--- config.mk ---
export PLATFORM = sky130hd
export DESIGN_NAME = cache_ctrl
export DESIGN_NICKNAME = d
export VERILOG_FILES = /design/src/rtl/cache_ctrl.sv
export SDC_FILE = /design/constraint.sdc
export NUM_CORES = 1
export LEC_CHECK = 0
export BUFFER_PORTS_ARGS = -buffer_cell sky130_fd_sc_hd__buf_4
export CAP_MARGIN = 0
export CORE_AREA = 2 2 127 129
export CTS_CLUSTER_SIZE = 16
export DETAILED_ROUTE_END_ITERATION = 8
export DIE_AREA = 0 0 129 131
export HOLD_SLACK_MARGIN = 0.03
export PLACE_DENSITY = 0.56
export SLEW_MARGIN = 20
export SYNTH_ARGS = -nofsm -noshare
export SYNTH_HDL_FRONTEND = slang
export SYNTH_SLANG_ARGS = --single-unit
--- constraint.sdc ---
create_clock -name clk -period 1.5 [get_ports clk]
set_input_delay 0.075 -clock clk [delete_from_list [all_inputs] [get_ports clk]]
set_output_delay 0.075 -clock clk [all_outputs]
set_load 0.1 [all_outputs]
--- src/rtl/cache_ctrl.sv ---
// Write-back, write-allocate controller for a 64-line, 4-word direct-mapped cache array.
// Optional hit/miss statistics outputs are enabled by defining CACHE_CTRL_STATS_EN.
module cache_ctrl #(
    parameter int MEM_WORDS = 4
) (
    input  logic        clk,
    input  logic        rst,
    input  logic        cpu_req,
    input  logic        cpu_we,
    input  logic        cpu_inv,
    input  logic [31:0] cpu_addr,
    input  logic [31:0] cpu_din,
    output logic [31:0] cpu_dout,
    output logic        cpu_ready,
    output logic [31:0] cache_addr,
    output logic        cache_store,
    output logic        cache_edit,
    output logic        cache_invalid,
    output logic [31:0] cache_din,
    input  logic        cache_hit,
    input  logic [31:0] cache_dout,
    input  logic        cache_valid,
    input  logic        cache_dirty,
    input  logic [21:0] cache_tag,
    output logic        mem_cs,
    output logic        mem_we,
    output logic [31:0] mem_addr,
    output logic [31:0] mem_dout,
    input  logic [31:0] mem_din,
    input  logic        mem_ack
`ifdef CACHE_CTRL_STATS_EN
    ,
    output logic [31:0] hit_cnt,
    output logic [31:0] miss_cnt
`endif
);

    typedef enum logic [1:0] {
        IDLE = 2'd0,
        BACK = 2'd1,
        FILL = 2'd2,
        INV  = 2'd3
    } state_t;

    localparam logic [1:0] LAST_WORD = 2'(MEM_WORDS - 1);

    state_t      state_q, state_d;
    logic [1:0]  cnt_q, cnt_d;
    logic [31:0] line_base_s;
    logic [31:0] victim_base_s;

    assign line_base_s   = {cpu_addr[31:4], cnt_q, 2'b00};
    assign victim_base_s = {cache_tag, cpu_addr[9:4], cnt_q, 2'b00};

    // State and word-counter registers with synchronous active-low reset.
    always_ff @(posedge clk) begin
        if (!rst) begin
            state_q <= IDLE;
            cnt_q   <= 2'd0;
        end else begin
            state_q <= state_d;
            cnt_q   <= cnt_d;
        end
    end

    // Next-state and output decode; every output is held at zero during reset.
    always_comb begin
        state_d       = state_q;
        cnt_d         = cnt_q;
        cpu_dout      = 32'd0;
        cpu_ready     = 1'b0;
        cache_addr    = 32'd0;
        cache_store   = 1'b0;
        cache_edit    = 1'b0;
        cache_invalid = 1'b0;
        cache_din     = 32'd0;
        mem_cs        = 1'b0;
        mem_we        = 1'b0;
        mem_addr      = 32'd0;
        mem_dout      = 32'd0;
        if (!rst) begin
            state_d = IDLE;
            cnt_d   = 2'd0;
        end else begin
            case (state_q)
                IDLE: begin
                    cache_addr = cpu_addr;
                    if (!cpu_req) begin
                        state_d = IDLE;
                    end else if (cpu_inv) begin
                        // A dirty resident line must reach memory before it is dropped.
                        if (cache_hit && cache_dirty) begin
                            state_d = BACK;
                            cnt_d   = 2'd0;
                        end else begin
                            cache_invalid = 1'b1;
                            cpu_ready     = 1'b1;
                        end
                    end else if (cache_hit) begin
                        cpu_ready = 1'b1;
                        if (cpu_we) begin
                            cache_edit = 1'b1;
                            cache_din  = cpu_din;
                        end else begin
                            cpu_dout = cache_dout;
                        end
                    end else begin
                        cnt_d   = 2'd0;
                        state_d = (cache_valid && cache_dirty) ? BACK : FILL;
                    end
                end
                BACK: begin
                    cache_addr = line_base_s;
                    mem_addr   = victim_base_s;
                    mem_cs     = 1'b1;
                    mem_we     = 1'b1;
                    mem_dout   = cache_dout;
                    if (mem_ack) begin
                        cnt_d = cnt_q + 2'd1;
                        if (cnt_q == LAST_WORD) begin
                            state_d = cpu_inv ? INV : FILL;
                        end else begin
                            state_d = BACK;
                        end
                    end else begin
                        cnt_d = cnt_q;
                    end
                end
                FILL: begin
                    cache_addr = line_base_s;
                    mem_addr   = line_base_s;
                    mem_cs     = 1'b1;
                    if (mem_ack) begin
                        cache_store = 1'b1;
                        cache_din   = mem_din;
                        cnt_d       = cnt_q + 2'd1;
                        if (cnt_q == LAST_WORD) begin
                            state_d = IDLE;
                        end else begin
                            state_d = FILL;
                        end
                    end else begin
                        cnt_d = cnt_q;
                    end
                end
                INV: begin
                    cache_addr    = cpu_addr;
                    cache_invalid = 1'b1;
                    cpu_ready     = 1'b1;
                    state_d       = IDLE;
                end
                default: begin
                    state_d = IDLE;
                    cnt_d   = 2'd0;
                end
            endcase
        end
    end

`ifdef CACHE_CTRL_STATS_EN
    logic        hit_evt_s;
    logic        miss_evt_s;
    logic [31:0] hit_cnt_q;
    logic [31:0] miss_cnt_q;

    assign hit_evt_s  = rst && (state_q == IDLE) && cpu_req && !cpu_inv && cache_hit;
    assign miss_evt_s = rst && (state_q == IDLE) && cpu_req && !cpu_inv && !cache_hit;

    // Free-running hit/miss statistics, wrapping naturally at 2^32.
    always_ff @(posedge clk) begin
        if (!rst) begin
            hit_cnt_q  <= 32'd0;
            miss_cnt_q <= 32'd0;
        end else begin
            if (hit_evt_s) begin
                hit_cnt_q <= hit_cnt_q + 32'd1;
            end
            if (miss_evt_s) begin
                miss_cnt_q <= miss_cnt_q + 32'd1;
            end
        end
    end

    assign hit_cnt  = hit_cnt_q;
    assign miss_cnt = miss_cnt_q;
`endif

endmodule

==> impl_results.md, run 1 <==
- Worst Path Class, Setup: register to output pin
- Pin count of the biggest net entering global routing: 40
- IR Drop Worst-Case VDD: 529.2 uV
- Worst path cell trace: inv_2 > buf_4 > buf_6 > ha_4 > buf_6 > buf_12 > clkbuf_16 > and3_4 > buf_12
- Final worst-path cycle share: 1.257
- DR top layer: met4
- Hold Path Class: input pin to register
- GPL Wtd Cong: a little over 0.8
- CP Max Fanout: 6
- CTS tree: done
- Final Hold Vio Count: 0
- Die ar.: roughly 17000 sq um
- Sink Count: 4
- Chip Width: between 100 and 150 um
- Ys flop type: dfxtp_1
- Violated checks: setup timing
- Fin crit period: 1.886 ns
- Post-Place Worst Slack: -0.1899 ns
- # diodes: 0
- Vias in the first global route: ~4200
- Cells after Synth: roughly 310
- Synth warn: 0
- Status: finished, violations left
- Initial Util: 0.1422
- Share of cells above drive strength 1: 0.9456
- Layout area overhead: 279.7%
- Remaining Overflow, GRT: 0
- Crit end category: output pin
- WL met3: ~1.3 mm
- Placed cell area: between 5000 and 6000 sq um
- PortBufs: ~320
- Placed cells: ~850
- Library cells used by synthesis: 37
- H-tree depth: 1
- GRT Util Overall: 0.1788
- Non-Filler Instances: ~880
- CP max stage delay: between 0.3 and 0.4 ns
- Clock root cell: clkbuf_16
- Synth Area per Inst: around 7.2 sq um
- 1st-pass router iterations: 4
- Vias per cell: around 4.3
- Worst setup margin: -0.3861 ns
- Power Dens Cells: 1009 nW/um^2
- Fill count: roughly 1200
- Detailed Route WL: 15.95 mm
- Crit path max-delay cell type: dfxtp_2
- Number of synthesized register bits: 4
- Max-Cap Viols: 0
- Post-route DRC: 0
- Layout Skew: ~0.0028 ns
- Hold Slack: 0.2477 ns
- Vias: approximately 3800
- Initial antenna violation count: 0
- Routed Antenna Nets: 0
- Endpoints failing setup: approximately 140
- Final setup TNS: -42.23 ns
- Fmax: ~530 MHz
- Post-Layout Inst Area: between 8000 and 9000 sq um
- Die height: around 130 um
- Cell taking the most area after synthesis: and2_1
- Clock latency on the worst-skew pair: about 0.22 ns
- Number of synthesized flops with an enable pin: 0
- Final nets: 829
- CTS Buf Count: 3
- Asr flop ratio synth: 0
- Clock transition at path regs: 0.03 ns
- Crit path launch type: register
- Synth area leaders: and2_1 (18%), a22oi_2 (16%), and3_1 (12%)
- DRT met1 WL: 5.177 mm
- Wire length on met2: about 8.9 mm
- Crit path DAT: about 1.8 ns
- Drt wl/cell: ~18 um
- Max Slew Vio Count: 0
- Leakage: about 0.0034 uW
- CTS Buffer Depth: 2
- Detailed placement HPWL: between 10 and 15 mm
- Detailed Route Iter0 Violations: 47
- Core Box Area: 15600 sq um
- Area share of the largest cell type after synthesis: 0.1833
- Num rows: 46
- Mapped Area: around 2200 sq um
- CP required: roughly 1.4 ns
- # IOs: roughly 330
- Global-route wire length before repair: 23.26 mm
- Sequential-to-total area share from yosys stat: 0.03610
- RSZ-0062 raised after global routing: yes
[layer usage]
layer	up-vias	global-route usage
met3	28	0.04072
li1	1794	-
met5	-	0
met4	0	0.06714
met1	1767	0.1751
met2	226	0.3623
[worst paths after layout]
| kind | start | end | slack (ns) | cells past startpoint |
|---|---|---|---|---|
| worst max-delay path | state_q[1] | mem_dout[24] | -0.39 | 9 |
| worst min-delay path | rst | state_q[1] | 0.25 | 2 |
| worst max register to register | state_q[1] | state_q[0] | -0.30 | 10 |
| worst min register to register | cnt_q[1] | cnt_q[1] | 0.54 | 2 |
[area by class of cell]
cell class	count	area (sq um)	area share
repair buffers	389	5161	0.6127
multi-input cells	262	2813	0.3339
well taps	216	270.3	0.03209
flip-flops and latches	4	82.58	0.009804
clock buffers	3	75.07	0.008913
inverters	4	21.27	0.002525
[sequential cells by signal (all words and copies together) (netlist names)]
name,flops
cnt_q,2
state_q,2
[cells in the final DEF, fill, tap and decap left out, drive strengths merged]
| cell type | synthesis | final |
|---|---|---|
| or2 | 1 | 1 |
| ha | 6 | 6 |
| o32ai | 1 | 1 |
| and3 | 42 | 42 |
| o21ai | 5 | 5 |
| buf | 21 | 386 |
| and4b | 1 | 1 |
| a31oi | 1 | 1 |
| a21o | 1 | 1 |
| nand2b | 1 | 1 |
| clkbuf | 18 | 6 |
| nor2 | 55 | 55 |
| and2 | 66 | 66 |
| o21a | 1 | 1 |
| clkinvlp | 0 | 1 |
| dfxtp | 4 | 4 |
| o311a | 2 | 2 |
| nor2b | 6 | 6 |
| inv | 4 | 3 |
| nand2 | 6 | 6 |
| conb | 1 | 2 |
| a311o | 1 | 1 |
| mux2i | 5 | 5 |
| nand3b | 2 | 2 |
| a41oi | 1 | 1 |
| o211ai | 1 | 1 |
| and3b | 1 | 1 |
| a22oi | 54 | 54 |
[report_power, final]
group | leakage [uW] | internal (uW) | total [uW] | switching (uW)
sequential | 0.0000334 | 137 | 160 | 22.8
combinational | 0.00333 | 3540 | 7920 | 4380
clock | 0.0000370 | 340 | 414 | 73.8
[critical path, delay by kind of cell, from the launching register on]
family | cells | cell delay (ns)
flip-flops | 1 | 0.32
buffers and inverters | 7 | 0.86
adder cells (fa/ha/maj) | 1 | 0.19
AND/OR/NAND/NOR | 1 | 0.19
[cell usage after synthesis, drive strengths merged, types with 2 or more instances]
cell type   n
nand2       6
mux2i       5
ha          6
nor2b       6
o21ai       5
a22oi      54
buf        21
o311a       2
nor2       55
clkbuf     18
and2       66
and3       42
nand3b      2
dfxtp       4
inv         4
[per-stage QoR]
stage / power (uW) / util
final: 8497 / 0.5400
after global routing: 8818 / 0.5400
after CTS: 8265 / 0.5298
after detailed placement: 5986 / 0.3813
after global placement: 5937 / 0.3813
after floorplan: 4322 / -
[cell families (layout without fill, tap and decap cells)]
| family | Yosys count | count (layout) | share of synthesized area |
|---|---|---|---|
| adders and majority gates | 6 | 6 | 0.03384 |
| DFF | 4 | 4 | 0.03610 |
| AOI/OAI and AO/OA | 68 | 68 | 0.3001 |
| and+or+nand+nor | 181 | 181 | 0.4839 |
| muxes | 5 | 5 | 0.02256 |
| other | 1 | 2 | 0.001690 |
| buffers and inverters | 43 | 396 | 0.1218 |
[timing repair]
action / in CTS / in global routing
pin swaps: 47 / 31
resized for setup: 465 / 27
buffers inserted: 14 / 6
endpoints found under the setup margin: 139 / 140
cloned: 6 / 3
hold buffers: 0 / 0
(Power assumes the default switching activity.)
==> run 2: changes to the inputs <==
--- a/config.mk
+++ b/config.mk
@@ -13,6 +13,7 @@
 export DIE_AREA = 0 0 129 131
 export HOLD_SLACK_MARGIN = 0.03
 export PLACE_DENSITY = 0.56
+export RECOVER_POWER = 25
 export SLEW_MARGIN = 20
 export SYNTH_ARGS = -nofsm -noshare
 export SYNTH_HDL_FRONTEND = slang
==> run 2 against run 1 <==
Net effect:
- flip-flop and latch count stayed put
- fmax is 0.19% higher
- largest power group unchanged
- sequential power hardly changed
- sequential share of layout area hardly changed
- the run still ends with setup timing left
- largest cell class unchanged
- via count hardly changed
- core utilization is 0.11 points lower
- hold slack hardly changed
- global-route usage stayed put
- cell count stayed put
- combinational power hardly changed
- non-clock buffer count stayed put
- critical endpoint unchanged
==> impl_results.md, run 2 (synthesized netlist as in run 1, its figures left out) <==
- Commonest non-fill, non-tap cell in the layout: buf_4
- CP max stage delay: 0.32 ns (about the same)
- Die ar.: 16900 sq um (unchanged)
- Vias per cell: 4.347 (about the same)
- Largest regs: cnt_q x2, state_q x2
- CP required: 1.42 ns (about the same)
- Power Dens Cells: 1010 nW/um^2 (+0.11%)
- Clock share of power: 0.049 (about the same)
- Sink Count: 4 (unchanged)
- GPL Wtd Cong: 0.8098 (unchanged)
- GRT Util Overall: 0.1788 (unchanged)
- Worst Path Class, Setup: register to output pin
- # diodes: 0 (unchanged)
- Chip Width: 129 um (unchanged)
- Sw Ratio: 0.5272 (about the same)
- Leakage: 0.003399 uW (-0.15%)
- H-tree depth: 1 (unchanged)
- Delay-heaviest family, CP: buffers and inverters
- Violated checks: setup timing
- CP Max Fanout: 6 (unchanged)
- RSZ-0062 raised after global routing: yes
- Internal power: 4013 uW (-0.16%)
- CTS Buffer Depth: 2 (unchanged)
- Fmax: 531.2 MHz (+0.19%)
- Detailed Route Iter0 Violations: 47 (unchanged)
- Global-route wire length before repair: 23.26 mm (unchanged)
- Register share of total power: 0.019 (about the same)
- Layout area overhead: 278.9%
- CP startpoint: state_q[1]
- 1st-pass router iterations: 4 (unchanged)
- Vias in the first global route: 4222 (unchanged)
- FF-to-FF Start: state_q[1]
- Pin count of the biggest net entering global routing: 40 (unchanged)
- Endpoints failing setup: 139 (unchanged)
- Drt wl/cell: 18.15 um (about the same)
- Critical path buffers and inverters: 7 (unchanged)
- CTS Buf Count: 3 (unchanged)
- Num rows: 46 (unchanged)
- Relative slew slack: 0.6031
- # IOs: 325 (unchanged)
- Seq. cell area: 82.58 sq um (unchanged)
- Fin crit period: 1.882 ns (-0.003621 ns)
- IR Drop Worst-Case VDD: 529.2 uV (about the same)
- Final Hold Vio Count: 0 (unchanged)
- Hold Path Class: input pin to register
- Post-Layout Inst Area: 8406 sq um (-0.21%)
- Post-Place Worst Slack: -0.1899 ns (unchanged)
- Clock root cell: clkbuf_16
- Routed Antenna Nets: 0 (unchanged)
- Remaining Overflow, GRT: 0 (unchanged)
- CTS Hold Buffers Added: 0 (unchanged)
- Initial Util: 0.1422 (unchanged)
- Most frequent cells in the layout: buf_4 (193), buf_12 (160), nor2_4 (54), a22oi_2 (52), and3_4 (41)
- Detailed Route WL: 15.94 mm (about the same)
- Status: finished, violations left
- Worst slew pin tran: between 0.5 and 0.6 ns
- Clock latency on the worst-skew pair: 0.22 ns (about the same)
- Crit path max-delay cell type: dfxtp_2
- Logic pwr share: 0.932 (about the same)
- Crit path launch type: register
- Clock transition at path regs: 0.03 ns (about the same)
- Max Slew Vio Count: 0 (unchanged)
- Placed cell area: 5947 sq um (unchanged)
- Worst path cell trace: inv_2 > buf_4 > buf_6 > ha_4 > buf_6 > buf_12 > clkbuf_16 > and3_4 > buf_12
- Worst setup margin: -0.3825 ns (+0.003621 ns)
- Hold path start: rst
- Die height: 131 um (unchanged)
- Final worst-path cycle share: 1.255 (-0.002414)
- Max-Cap Viols: 0 (unchanged)
- Crit end category: output pin
- Layout Skew: 0.002783 ns (unchanged)
- Initial antenna violation count: 0 (unchanged)
- Core Box Area: 15600 sq um (unchanged)
- Crit path DAT: 1.81 ns (about the same)
- Vias: 3817 (+0.052%)
- Post-route DRC: 0 (unchanged)
- Fill count: 1241 (+0.24%)
- Area occupied by multi-input gates: 2813 sq um (unchanged)
- Total chip power: 8488 uW (-0.10%)
- Psw: 4475 uW (about the same)
- Layout Utilization: 0.5389 (-0.001123)
- Final nets: 829 (unchanged)
- Share of cells above drive strength 1: 0.9456 (unchanged)
- PortBufs: 322 (unchanged)
- Detailed placement HPWL: 11.81 mm (unchanged)
- CTS tree: done
-- run 2: repair_timing --
item	in CTS	in global routing
pin swaps	47	31
setup endpoints to repair	139	140
gates resized for setup	465	27
cloned	6	3
setup buffers	14	6
-- run 2: power by group through the flow --
stage,Clock [uW],Sequential [uW],Combinational [uW]
finish,414,160,7910
global route,427,162,8220
CTS,422,158,7680
detailed placement,0,157,5830
global placement,0,156,5780
floorplan,0,165,4160
-- run 2: area by class of cell --
type,count,share of cell area
Clock buffer,3,0.008931
Inverter,4,0.002531
Multi-Input combinational cell,262,0.3346
Sequential cell,4,0.009824
Tap cell,216,0.03215
Timing Repair Buffer,389,0.6119
-- run 2: metal layers --
layer  wire (um)  vias to the layer above  global-route usage  share of wire
met4         518                        0             0.06714          0.033
met2        8917                      226              0.3623           0.56
li1            -                     1794                   -              -
met1        5176                     1769              0.1751           0.32
met5           0                        -                   0              0
met3        1325                       28             0.04072          0.083
-- run 2: metrics by stage --
stage	std cells	hold WS, ns	setup TNS (ns)
after CTS	874	0.2451	-34.91
after detailed placement	851	0.4766	-15.43
after global placement	851	0.4711	-12.32
final	878	0.2477	-42.22
after floorplan	309	0.3671	-16.09
after global routing	878	0.2604	-49.09
-- run 2: worst paths after layout --
path	endpoint	slack [ns]	depth (start not counted)
hold reg to reg	cnt_q[1]	0.54	2
setup / recovery	mem_dout[24]	-0.38	9
hold / removal	state_q[1]	0.25	2
setup reg to reg	state_q[0]	-0.30	10
-- run 2: worst reg2reg max path, stage by stage (launching register included) --
cell and delay [ns]:
dfxtp_2 0.34, inv_2 0.06, buf_4 0.13, buf_6 0.11, ha_4 0.19, buf_12 0.14
buf_16 0.14, buf_4 0.12, nand3b_1 0.07, o21ai_1 0.08, o311a_1 0.29
==> run 3: changes to the inputs <==
--- a/config.mk
+++ b/config.mk
@@ -5,7 +5,7 @@
 export SDC_FILE = /design/constraint.sdc
 export NUM_CORES = 1
 export LEC_CHECK = 0
-export BUFFER_PORTS_ARGS = -buffer_cell sky130_fd_sc_hd__buf_4
+export BUFFER_PORTS_ARGS = -buffer_cell sky130_fd_sc_hd__buf_2
 export CAP_MARGIN = 0
 export CORE_AREA = 2 2 127 129
 export CTS_CLUSTER_SIZE = 16
==> run 3 against run 2 <==
Net effect:
- the run still ends with setup timing left
- clock-buffer cell count did not move
- hold slack gained 0.10 ns
- power shrank 4.1%
- critical endpoint is now cache_din[10]
- highest routed layer unchanged
==> impl_results.md, run 3 (synthesized netlist as in run 1, its figures left out) <==
- Status: finished, violations left
- Violated checks: setup timing
- Largest regs: cnt_q x2, state_q x2
- Vias in the first global route: 3836 (-9.1%)
- GPL Wtd Cong: 0.8097 (about the same)
- # IOs: 325 (unchanged)
- Crit path DAT: 1.77 ns (-0.04 ns)
- Die height: 131 um (unchanged)
- Global-route wire length before repair: 21.34 mm (-8.2%)
- Register share of total power: 0.020 (about the same)
- CP Max Fanout: 16 (+10)
- Commonest non-fill, non-tap cell in the layout: buf_12
- Clock root cell: clkbuf_16
- Clock share of power: 0.051 (+0.002)
- Worst Path Class, Setup: register to output pin
- Pin count of the biggest net entering global routing: 39 (-2.5%)
- Fill count: 1335 (+7.6%)
- Sink Count: 4 (unchanged)
- Psw: 4388 uW (-1.9%)
- Num rows: 46 (unchanged)
- Final nets: 822 (-0.84%)
- Seq. cell area: 82.58 sq um (unchanged)
- Fmax: 541.5 MHz (+1.9%)
- Initial Util: 0.1422 (unchanged)
- Final worst-path cycle share: 1.231 (-0.02388)
- Routed Antenna Nets: 0 (unchanged)
- CP required: 1.42 ns (about the same)
- Most frequent cells in the layout: buf_12 (181), buf_2 (158), nor2_4 (54), a22oi_2 (52), and3_4 (40)
- Final Hold Vio Count: 0 (unchanged)
- Share of cells above drive strength 1: 0.9374 (-0.008215)
- Vias per cell: 4.255 (-2.1%)
- Layout area overhead: 269.8%
- CTS tree: done
- Internal power: 3750 uW (-6.6%)
- Crit end category: output pin
- CTS Buf Count: 3 (unchanged)
- Remaining Overflow, GRT: 0 (unchanged)
- Vias: 3710 (-2.8%)
- Worst setup margin: -0.3467 ns (+0.03582 ns)
- IR Drop Worst-Case VDD: 455.1 uV (-14%)
- H-tree depth: 1 (unchanged)
- Clock latency on the worst-skew pair: 0.22 ns (about the same)
- Crit path launch type: register
- Core Box Area: 15600 sq um (unchanged)
- CTS Hold Buffers Added: 0 (unchanged)
- Detailed Route WL: 14.99 mm (-5.9%)
- Detailed placement HPWL: 12.34 mm (+4.5%)
- 1st-pass router iterations: 4 (unchanged)
- Power Dens Cells: 991.9 nW/um^2 (-1.8%)
- Die ar.: 16900 sq um (unchanged)
- Hold Path Class: input pin to register
- Leakage: 0.003294 uW (-3.1%)
- Endpoints failing setup: 139 (unchanged)
- Worst slew pin tran: 0.6248 ns (+0.02688 ns)
- Chip Width: 129 um (unchanged)
- Layout Skew: 0.001620 ns (-0.001164 ns)
- Final setup TNS: -36.17 ns (+6.053 ns)
- Max-Cap Viols: 0 (unchanged)
- Max Slew Vio Count: 0 (unchanged)
- Sw Ratio: 0.5392 (+0.01201)
- Fin crit period: 1.847 ns (-0.03582 ns)
- Post-route DRC: 0 (unchanged)
- RSZ-0062 raised after global routing: yes
- GRT Util Overall: 0.1640 (-0.01480)
- Logic pwr share: 0.929 (-0.003)
- Drt wl/cell: 17.19 um (-5.3%)
- Initial antenna violation count: 1 (+1)
- Area occupied by multi-input gates: 2774 sq um (-1.4%)
- PortBufs: 322 (unchanged)
- Clock transition at path regs: 0.03 ns (about the same)
- Relative slew slack: 0.5835 (-0.01961)
- CTS Buffer Depth: 2 (unchanged)
- Layout Utilization: 0.5260 (-0.01292)
- Detailed Route Iter0 Violations: 51 (+8.5%)
==> run 3: cell types whose count changed in the layout (fill, tap and decap cells not counted), sizes merged <==
cell    before  now
clkbuf      13    9
diode        0    1
buf        379  376
==> run 3: path summary, 6_finish.rpt <==
kind	startpoint	endpoint	slack (ns)	cells after the start
setup / recovery	state_q[1]	cache_din[10]	-0.35	8
hold / removal	mem_ack	state_q[1]	0.35	3
setup reg to reg	state_q[1]	cnt_q[0]	-0.15	7
hold reg to reg	cnt_q[1]	cnt_q[1]	0.61	3
==> run 3: timing repair <==
action                     CTS  global route
setup buffers               12             5
pin swaps                   13            36
setup endpoints to repair  139           140
cloned                       5             4
gates resized for setup     47            19
==> run 3: layer usage <==
metal	GRT usage	vias up	share of wire	wire length [um]
met2	0.3293	206	0.55	8279
met4	0.05499	0	0.029	433
met3	0.05171	20	0.088	1318
li1	-	1778	-	-
met1	0.1568	1706	0.33	4962
met5	0	-	0	0
==> run 3: cell type report <==
| type | instances | area share |
|---|---|---|
| Clock buffer | 3 | 0.009151 |
| Tap cell | 216 | 0.03294 |
| Sequential cell | 4 | 0.01007 |
| Inverter | 4 | 0.002898 |
| Multi-Input combinational cell | 262 | 0.3381 |
| Antenna cell | 1 | 0.0003050 |
| Timing Repair Buffer | 382 | 0.6065 |
==> run 3: metrics by stage <==
stage          area, sq um  power (uW)  hold slack [ns]  instances  setup slack [ns]
2_1_floorplan         3052        4322           0.3671        309           -0.3640
3_3_place_gp          7546        6663           0.5223        845           -0.1069
3_5_place_dp          7546        6702           0.5250        845           -0.1285
4_1_cts               8068        7947           0.3485        865           -0.3484
5_1_grt               8204        8442           0.3799        872           -0.4232
6_report              8204        8138           0.3526        872           -0.3467
==> run 3: power groups by stage <==
stage	sequential, uW	combinational (uW)	clock (uW)
after global routing	165	7850	428
after detailed placement	156	6550	0
final	162	7560	412
after CTS	158	7370	422
after floorplan	165	4160	0
after global placement	155	6510	0
==> run 3: worst max-delay path, stage by stage, from the launching register on <==
cell	delay [ns]
dfxtp_2	0.33
inv_4	0.06
ha_4	0.12
and4b_1	0.23
and2_4	0.22
buf_12	0.18
a22oi_2	0.09
nor2_4	0.13
buf_12	0.18
